### config.mk
export PLATFORM = sky130hd
export DESIGN_NAME = conv_mac8
export DESIGN_NICKNAME = d
export VERILOG_FILES = /design/src/rtl/conv_pkg.sv /design/src/rtl/adder_tree8.sv /design/src/rtl/conv_mac8.sv
export SDC_FILE = /design/constraint.sdc
export NUM_CORES = 2
export LEC_CHECK = 0
export ABC_CLOCK_PERIOD_IN_PS = 19800
export BUFFER_PORTS_ARGS = -buffer_cell sky130_fd_sc_hd__buf_4
export CORE_MARGIN = 1.5
export CORE_UTILIZATION = 45
export DETAILED_ROUTE_END_ITERATION = 8
export PLACE_DENSITY_LB_ADDON = 0.05
export SLEW_MARGIN = 10
export SYNTH_ARGS = -nofsm -noshare
export SYNTH_HDL_FRONTEND = slang
export SYNTH_SLANG_ARGS = --single-unit
### constraint.sdc
create_clock -name clk -period 19.8 [get_ports clk]
set_input_delay 3.96 -clock clk [delete_from_list [all_inputs] [get_ports clk]]
set_output_delay 3.96 -clock clk [all_outputs]
set_load 0.01 [all_outputs]
### src/rtl/conv_pkg.sv
`default_nettype none
// +----------------------------------------------------------------------+
// | conv_pkg: shared widths, lane vector types and requant saturators    |
// | Revision: 1.0                                                        |
// +----------------------------------------------------------------------+
package conv_pkg;

   localparam int LANES  = 8;
   localparam int PIX_W  = 8;
   localparam int WT_W   = 8;
   localparam int PROD_W = 17;
   localparam int SUM_W  = 20;
   // Working width for the requantizer input; accumulators are sign-extended to it
   localparam int SAT_W  = 48;

   typedef logic        [PIX_W-1:0]  pix_vec_t  [LANES-1:0];
   typedef logic signed [WT_W-1:0]   wt_vec_t   [LANES-1:0];
   typedef logic signed [PROD_W-1:0] prod_vec_t [LANES-1:0];

   function automatic logic [7:0] sat_u8(input logic signed [SAT_W-1:0] x);
      if (x < SAT_W'(0))
         return 8'h00;
      else if (x > SAT_W'(255))
         return 8'hFF;
      else
         return x[7:0];
   endfunction

   function automatic logic [7:0] sat_s8(input logic signed [SAT_W-1:0] x);
      if (x > SAT_W'(127))
         return 8'h7F;
      else if (x < SAT_W'(-128))
         return 8'h80;
      else
         return x[7:0];
   endfunction

endpackage
`default_nettype wire

### src/rtl/adder_tree8.sv
`default_nettype none
// +----------------------------------------------------------------------+
// | adder_tree8: registered 8-input signed sum, 1-cycle latency, tagged  |
// | Revision: 1.0                                                        |
// +----------------------------------------------------------------------+
module adder_tree8
   import conv_pkg::*;
(
   input  logic                    clk,
   input  logic                    rst,
   input  prod_vec_t               prod,
   input  logic                    in_vld,
   input  logic                    in_first,
   input  logic                    in_last,
   output logic signed [SUM_W-1:0] sum,
   output logic                    out_vld,
   output logic                    out_first,
   output logic                    out_last
);

   logic signed [PROD_W:0]   w_l1 [4];
   logic signed [PROD_W+1:0] w_l2 [2];
   logic signed [SUM_W-1:0]  w_l3;

   logic signed [SUM_W-1:0]  r_sum;
   logic                     r_vld;
   logic                     r_first;
   logic                     r_last;

   // Each level grows one bit so no partial sum can overflow
   for (genvar i = 0; i < 4; i++) begin : g_l1
      assign w_l1[i] = (PROD_W+1)'(prod[2*i]) + (PROD_W+1)'(prod[2*i+1]);
   end

   for (genvar i = 0; i < 2; i++) begin : g_l2
      assign w_l2[i] = (PROD_W+2)'(w_l1[2*i]) + (PROD_W+2)'(w_l1[2*i+1]);
   end

   assign w_l3 = SUM_W'(w_l2[0]) + SUM_W'(w_l2[1]);

   always_ff @(posedge clk) begin
      if (rst) begin
         r_sum   <= '0;
         r_vld   <= 1'b0;
         r_first <= 1'b0;
         r_last  <= 1'b0;
      end else begin
         r_sum   <= w_l3;
         r_vld   <= in_vld;
         r_first <= in_vld & in_first;
         r_last  <= in_vld & in_last;
      end
   end

   assign sum       = r_sum;
   assign out_vld   = r_vld;
   assign out_first = r_first;
   assign out_last  = r_last;

endmodule
`default_nettype wire

### src/rtl/conv_mac8.sv
`default_nettype none
// +----------------------------------------------------------------------+
// | conv_mac8: 8-lane window MAC, NUM_BEATS beats + bias -> requant int8 |
// | Option macro CONV_MAC_RELU_EN: fused ReLU, unsigned 0..255 output    |
// | Revision: 1.0                                                        |
// +----------------------------------------------------------------------+
module conv_mac8
   import conv_pkg::*;
#(
   parameter int NUM_BEATS = 3,
   parameter int SHIFT     = 8,
   parameter int ACC_W     = 32
) (
   input  logic        clk,
   input  logic        rst,
   input  logic        clr,
   input  pix_vec_t    pix_in,
   input  logic        pix_rdy,
   output logic        pix_consumed,
   input  logic        wt_wr_en,
   input  logic [4:0]  wt_addr,
   input  logic [31:0] wt_data,
   output logic [7:0]  out_data,
   output logic        out_vld,
   input  logic        out_rdy,
   output logic [1:0]  beat_idx
);

   localparam logic [1:0] c_LAST_BEAT = 2'(NUM_BEATS-1);
   localparam logic [4:0] c_NUM_WT    = 5'(LANES*NUM_BEATS);
   localparam logic [4:0] c_BIAS_ADDR = 5'd31;

   logic signed [WT_W-1:0]  r_wt [NUM_BEATS][LANES];
   logic signed [ACC_W-1:0] r_bias;
   logic [1:0]              r_beat_idx;

   prod_vec_t               w_prod;
   prod_vec_t               r_s1_prod;
   logic                    r_s1_vld;
   logic                    r_s1_first;
   logic                    r_s1_last;

   logic signed [SUM_W-1:0] w_s2_sum;
   logic                    w_s2_vld;
   logic                    w_s2_first;
   logic                    w_s2_last;

   logic signed [ACC_W-1:0] r_acc;
   logic signed [ACC_W-1:0] w_acc_new;
   logic signed [ACC_W-1:0] w_shift;
   logic signed [SAT_W-1:0] w_sat_in;
   logic [7:0]              w_q;
   logic [7:0]              r_out_data;
   logic                    r_out_vld;

   logic                    w_clear;
   logic                    w_last_beat;
   logic                    w_stall;
   logic                    w_accept;

   assign w_clear     = rst | clr;
   assign w_last_beat = (r_beat_idx == c_LAST_BEAT);

   // A last beat in flight must reach the output register before the next group may start
   assign w_stall  = (r_s1_vld & r_s1_last) | (w_s2_vld & w_s2_last) | (r_out_vld & ~out_rdy);
   assign w_accept = pix_rdy & ~w_stall & ~w_clear;

   always_ff @(posedge clk) begin
      if (rst) begin
         for (int g = 0; g < NUM_BEATS; g++) begin
            for (int i = 0; i < LANES; i++) begin
               r_wt[g][i] <= '0;
            end
         end
         r_bias <= '0;
      end else if (!clr && wt_wr_en) begin
         if (wt_addr == c_BIAS_ADDR)
            r_bias <= wt_data[ACC_W-1:0];
         else if (wt_addr < c_NUM_WT)
            r_wt[wt_addr[4:3]][wt_addr[2:0]] <= wt_data[WT_W-1:0];
      end
   end

   always_ff @(posedge clk) begin
      if (w_clear)
         r_beat_idx <= 2'd0;
      else if (w_accept)
         r_beat_idx <= w_last_beat ? 2'd0 : r_beat_idx + 2'd1;
   end

   for (genvar i = 0; i < LANES; i++) begin : g_lane
      assign w_prod[i] = PROD_W'($signed({1'b0, pix_in[i]})) * PROD_W'(r_wt[r_beat_idx][i]);

      always_ff @(posedge clk) begin
         if (w_accept)
            r_s1_prod[i] <= w_prod[i];
      end
   end

   always_ff @(posedge clk) begin
      if (w_clear) begin
         r_s1_vld   <= 1'b0;
         r_s1_first <= 1'b0;
         r_s1_last  <= 1'b0;
      end else begin
         r_s1_vld   <= w_accept;
         r_s1_first <= w_accept & (r_beat_idx == 2'd0);
         r_s1_last  <= w_accept & w_last_beat;
      end
   end

   adder_tree8 u_adder_tree8 (
      .clk       (clk),
      .rst       (w_clear),
      .prod      (r_s1_prod),
      .in_vld    (r_s1_vld),
      .in_first  (r_s1_first),
      .in_last   (r_s1_last),
      .sum       (w_s2_sum),
      .out_vld   (w_s2_vld),
      .out_first (w_s2_first),
      .out_last  (w_s2_last)
   );

   assign w_acc_new = (w_s2_first ? r_bias : r_acc) + ACC_W'(w_s2_sum);
   assign w_shift   = w_acc_new >>> SHIFT;
   assign w_sat_in  = SAT_W'(w_shift);

`ifdef CONV_MAC_RELU_EN
   assign w_q = sat_u8(w_sat_in);
`else
   assign w_q = sat_s8(w_sat_in);
`endif

   // A fresh result outranks the drain of the previous one in the same cycle
   always_ff @(posedge clk) begin
      if (w_clear) begin
         r_acc      <= '0;
         r_out_data <= '0;
         r_out_vld  <= 1'b0;
      end else begin
         if (w_s2_vld)
            r_acc <= w_acc_new;
         if (w_s2_vld && w_s2_last) begin
            r_out_data <= w_q;
            r_out_vld  <= 1'b1;
         end else if (out_rdy) begin
            r_out_vld  <= 1'b0;
         end
      end
   end

   assign pix_consumed = w_accept;
   assign out_data     = r_out_data;
   assign out_vld      = r_out_vld;
   assign beat_idx     = r_beat_idx;

endmodule
`default_nettype wire

==> flow_metrics.py <==
metrics = {
    "clock_network": {
        "clk_latency_ns": 0.62,
        "clock_sinks": 495,
        "cts_tree": "done",
        "cts_resized": 0,
        "cts_buffers": 55,
        "root_buffer": "clkbuf_16",
        "clk_pin_slew_ns": 0.06,
        "holdBufCountCts": 0,
        "htreeDepth": 2,
        "clk_path_buf_depth": 3,
        "cts_setup_buffers": 0,
    },
    "setup_path": {
        "crit_slowest_cell": "or2_2",
        "worstSetupEndpointType": "primary output",
        "crit_chain": "buf_4 -> or2_2 -> buf_4 -> nor2_4 -> buf_4",
        "cp.arrival_ns": 5.45,
        "path_buf_inv": 3,
        "startpoint_type": "input pin",
        "crit_required_ns": 15.84,
        "worstSetupPathType": "input pin to primary output",
        "cp_max_fo": 55,
        "critical_path.top_delay_family": "simple AND/OR/NAND/NOR gates",
        "crit_top_cell": "buf_4",
        "cpPeakStageDelay_ns": 0.40,
    },
    "synthesis": {
        "seq_area_frac_synth_pct": 34.24,
        "synthFlopType": "edfxtp_1",
        "synthDominantCellAreaShare_pct": 29.14,
        "synthTopCellsByArea": "edfxtp_1, fa_1, ha_1",
        "ys_seq_elements": 495,
        "yosys-top-cells-count": "inv_1, fa_1, ha_1, edfxtp_1, and2_1",
        "syn_inst": 3753,
        "yosysUniqueCellTypes": 70,
        "synthArstFlopShare_pct": 0,
        "avgSynthCellArea_um2": 10.77,
        "netlist_area_um2": 40400,
        "synth-edff-count": 392,
        "yosysTopAreaCell": "edfxtp_1",
        "synth.most_common_cell": "inv_1",
        "ys_warn_count": 0,
    },
    "floorplanning": {
        "die-height_um": 302.6,
        "core_um2": 88650,
        "dieArea_um2": 91590,
        "io_pins": 119,
        "num_rows": 109,
        "start_util_pct": 45.58,
        "dieWidth_um": 302.6,
    },
    "min_path": {
        "holdCritPathClass": "register to register",
    },
    "timing": {
        "relSlewSlack_pct": 30.66,
        "setup_viol": 0,
        "fin_crit_sh_pct": 47.53,
        "rsz0062_at_grt": "no",
        "hold_viol_final": 0,
        "fin_skew_ns": 0.01412,
        "setup_tns_ns": 0,
        "tightest_slew_ns": 1.040,
        "whs_ns": 0.4534,
        "maxSlewViolCount": 0,
        "fmax_mhz": 106.3,
        "fin_crit_ns": 9.411,
    },
    "placed_design": {
        "gp_congestion": 0.9194,
        "post_dp_cell_area_um2": 42920,
        "post-dp-hpwl_um": 78430,
        "io_buffers": 118,
    },
    "routing": {
        "routed_wl_um": 100000,
        "drc": 16,
        "final_antenna_net_count": 0,
        "drt_pass1_iterations": 7,
        "num_vias": 26191,
        "wl_per_cell_um": 19.40,
        "initialDrtViolationCount": 1597,
        "vias_per_cell": 5.079,
    },
    "run_status": {
        "status": "finished with violations",
        "violations": "DRC",
    },
    "global_route": {
        "grt_pass1_wl_um": 156100,
        "gr-total-overflow": 0,
        "antenna_found_initial": 0,
        "grt_pass1_vias": 27090,
        "grt_max_degree": 57,
        "grtUsageTotal_pct": 22.53,
    },
    "power_and_ir_drop": {
        "vdd_drop_max_mv": 0.1839,
        "total_power_mw": 5.939,
        "power_density_nw_per_um2": 132.9,
        "p_leak_nw": 19.86,
    },
    "layout": {
        "finalCoreUtilization_pct": 50.40,
        "final_cell_area_um2": 44680,
        "drive_gt1_share_pct": 8.972,
        "nets": 4851,
        "syn2layout_area_growth_pct": 10.58,
    },
    "job": {
        "maxCapViolations": 0,
    },
}
placed cells by master (no fill, tap or decap), drive strengths merged, types with 27 or more instances in the layout:
master and instances:
conb 64, mux4 56, nand2b 27, o21ai 82, and2 355, ha 395
buf 143, inv 675, a21boi 33, nand2 257, dfxtp 103, nor2b 31
fa 402, clkbuf 66, a21o 38, mux2 38, a21oi 117, mux2i 31
nor2 326, xnor2 96, nor3 27, edfxtp 392
worst min-delay path, cell delays in order, from the launching register on:
cell and delay [ns]:
dfxtp_1 0.30, nand2_1 0.05, a21oi_1 0.05
worst paths after layout:
check / start / end / slack, ns / depth (start not counted)
min: r_bias[3] / r_bias[3] / 0.45 / 2
max: clr / pix_consumed / 10.39 / 5
max reg2reg: register / r_s1_prod[16] / 12.84 / 21
min reg2reg: r_bias[3] / r_bias[3] / 0.45 / 2
cell families after synthesis:
kind of cell             after synthesis  synth area share, %
buffers and inverters                741                6.903
adder cells (fa/ha/maj)              797                32.15
AND/OR/NAND/NOR                     1110                13.50
flip-flops                           495                34.24
other                                  1             0.009282
XOR/XNOR                             110                2.403
multiplexers                         125                4.949
AO/OA/AOI/OAI                        374                5.841
power breakdown:
| part | total (mW) | switching, mW | internal, mW |
|---|---|---|---|
| Clock | 1.00 | 0.440 | 0.564 |
| Sequential | 1.37 | 0.0452 | 1.33 |
| Combinational | 3.56 | 2.01 | 1.55 |
| Total | 5.94 | 2.49 | 3.45 |
cell type report:
| class | count | area [µm²] |
|---|---|---|
| Antenna cell | 2 | 5.005 |
| Clock buffer | 66 | 1449 |
| Clock inverter | 34 | 300.3 |
| Fill cell | 8236 | 43970 |
| Inverter | 672 | 2522 |
| Multi-Input combinational cell | 2580 | 24030 |
| Sequential cell | 495 | 13840 |
| Tap cell | 1165 | 1458 |
| Timing Repair Buffer | 143 | 1074 |
registers in the layout (all words and copies together), names as in the netlist, named ones only:
| register | cells |
|---|---|
| beat_idx | 2 |
| out_data | 8 |
| out_vld | 1 |
| r_acc | 32 |
| r_bias | 32 |
| r_s1_first | 1 |
| r_s1_last | 1 |
| r_s1_prod | 136 |
| r_s1_vld | 1 |
| r_wt | 256 |
| u_adder_tree8.out_first | 1 |
| u_adder_tree8.out_last | 1 |
| u_adder_tree8.out_vld | 1 |
| u_adder_tree8.sum | 20 |
metal layers:
layer	track usage [%]	wire, µm	vias up
met2	37.66	47340	458
met5	0	0	-
met1	31.85	46760	13042
met4	4.501	1806	0
met3	2.463	4137	101
li1	-	-	12590
stage by stage:
stage | worst slack [ns] | cells
final | 10.39 | 5157
after global placement | 10.37 | 5055
after detailed placement | 10.38 | 5055
after CTS | 10.37 | 5155
after global routing | 10.37 | 5155
after floorplan | 5.392 | 3816
No activity file was read; power rests on OpenSTA's default activity.
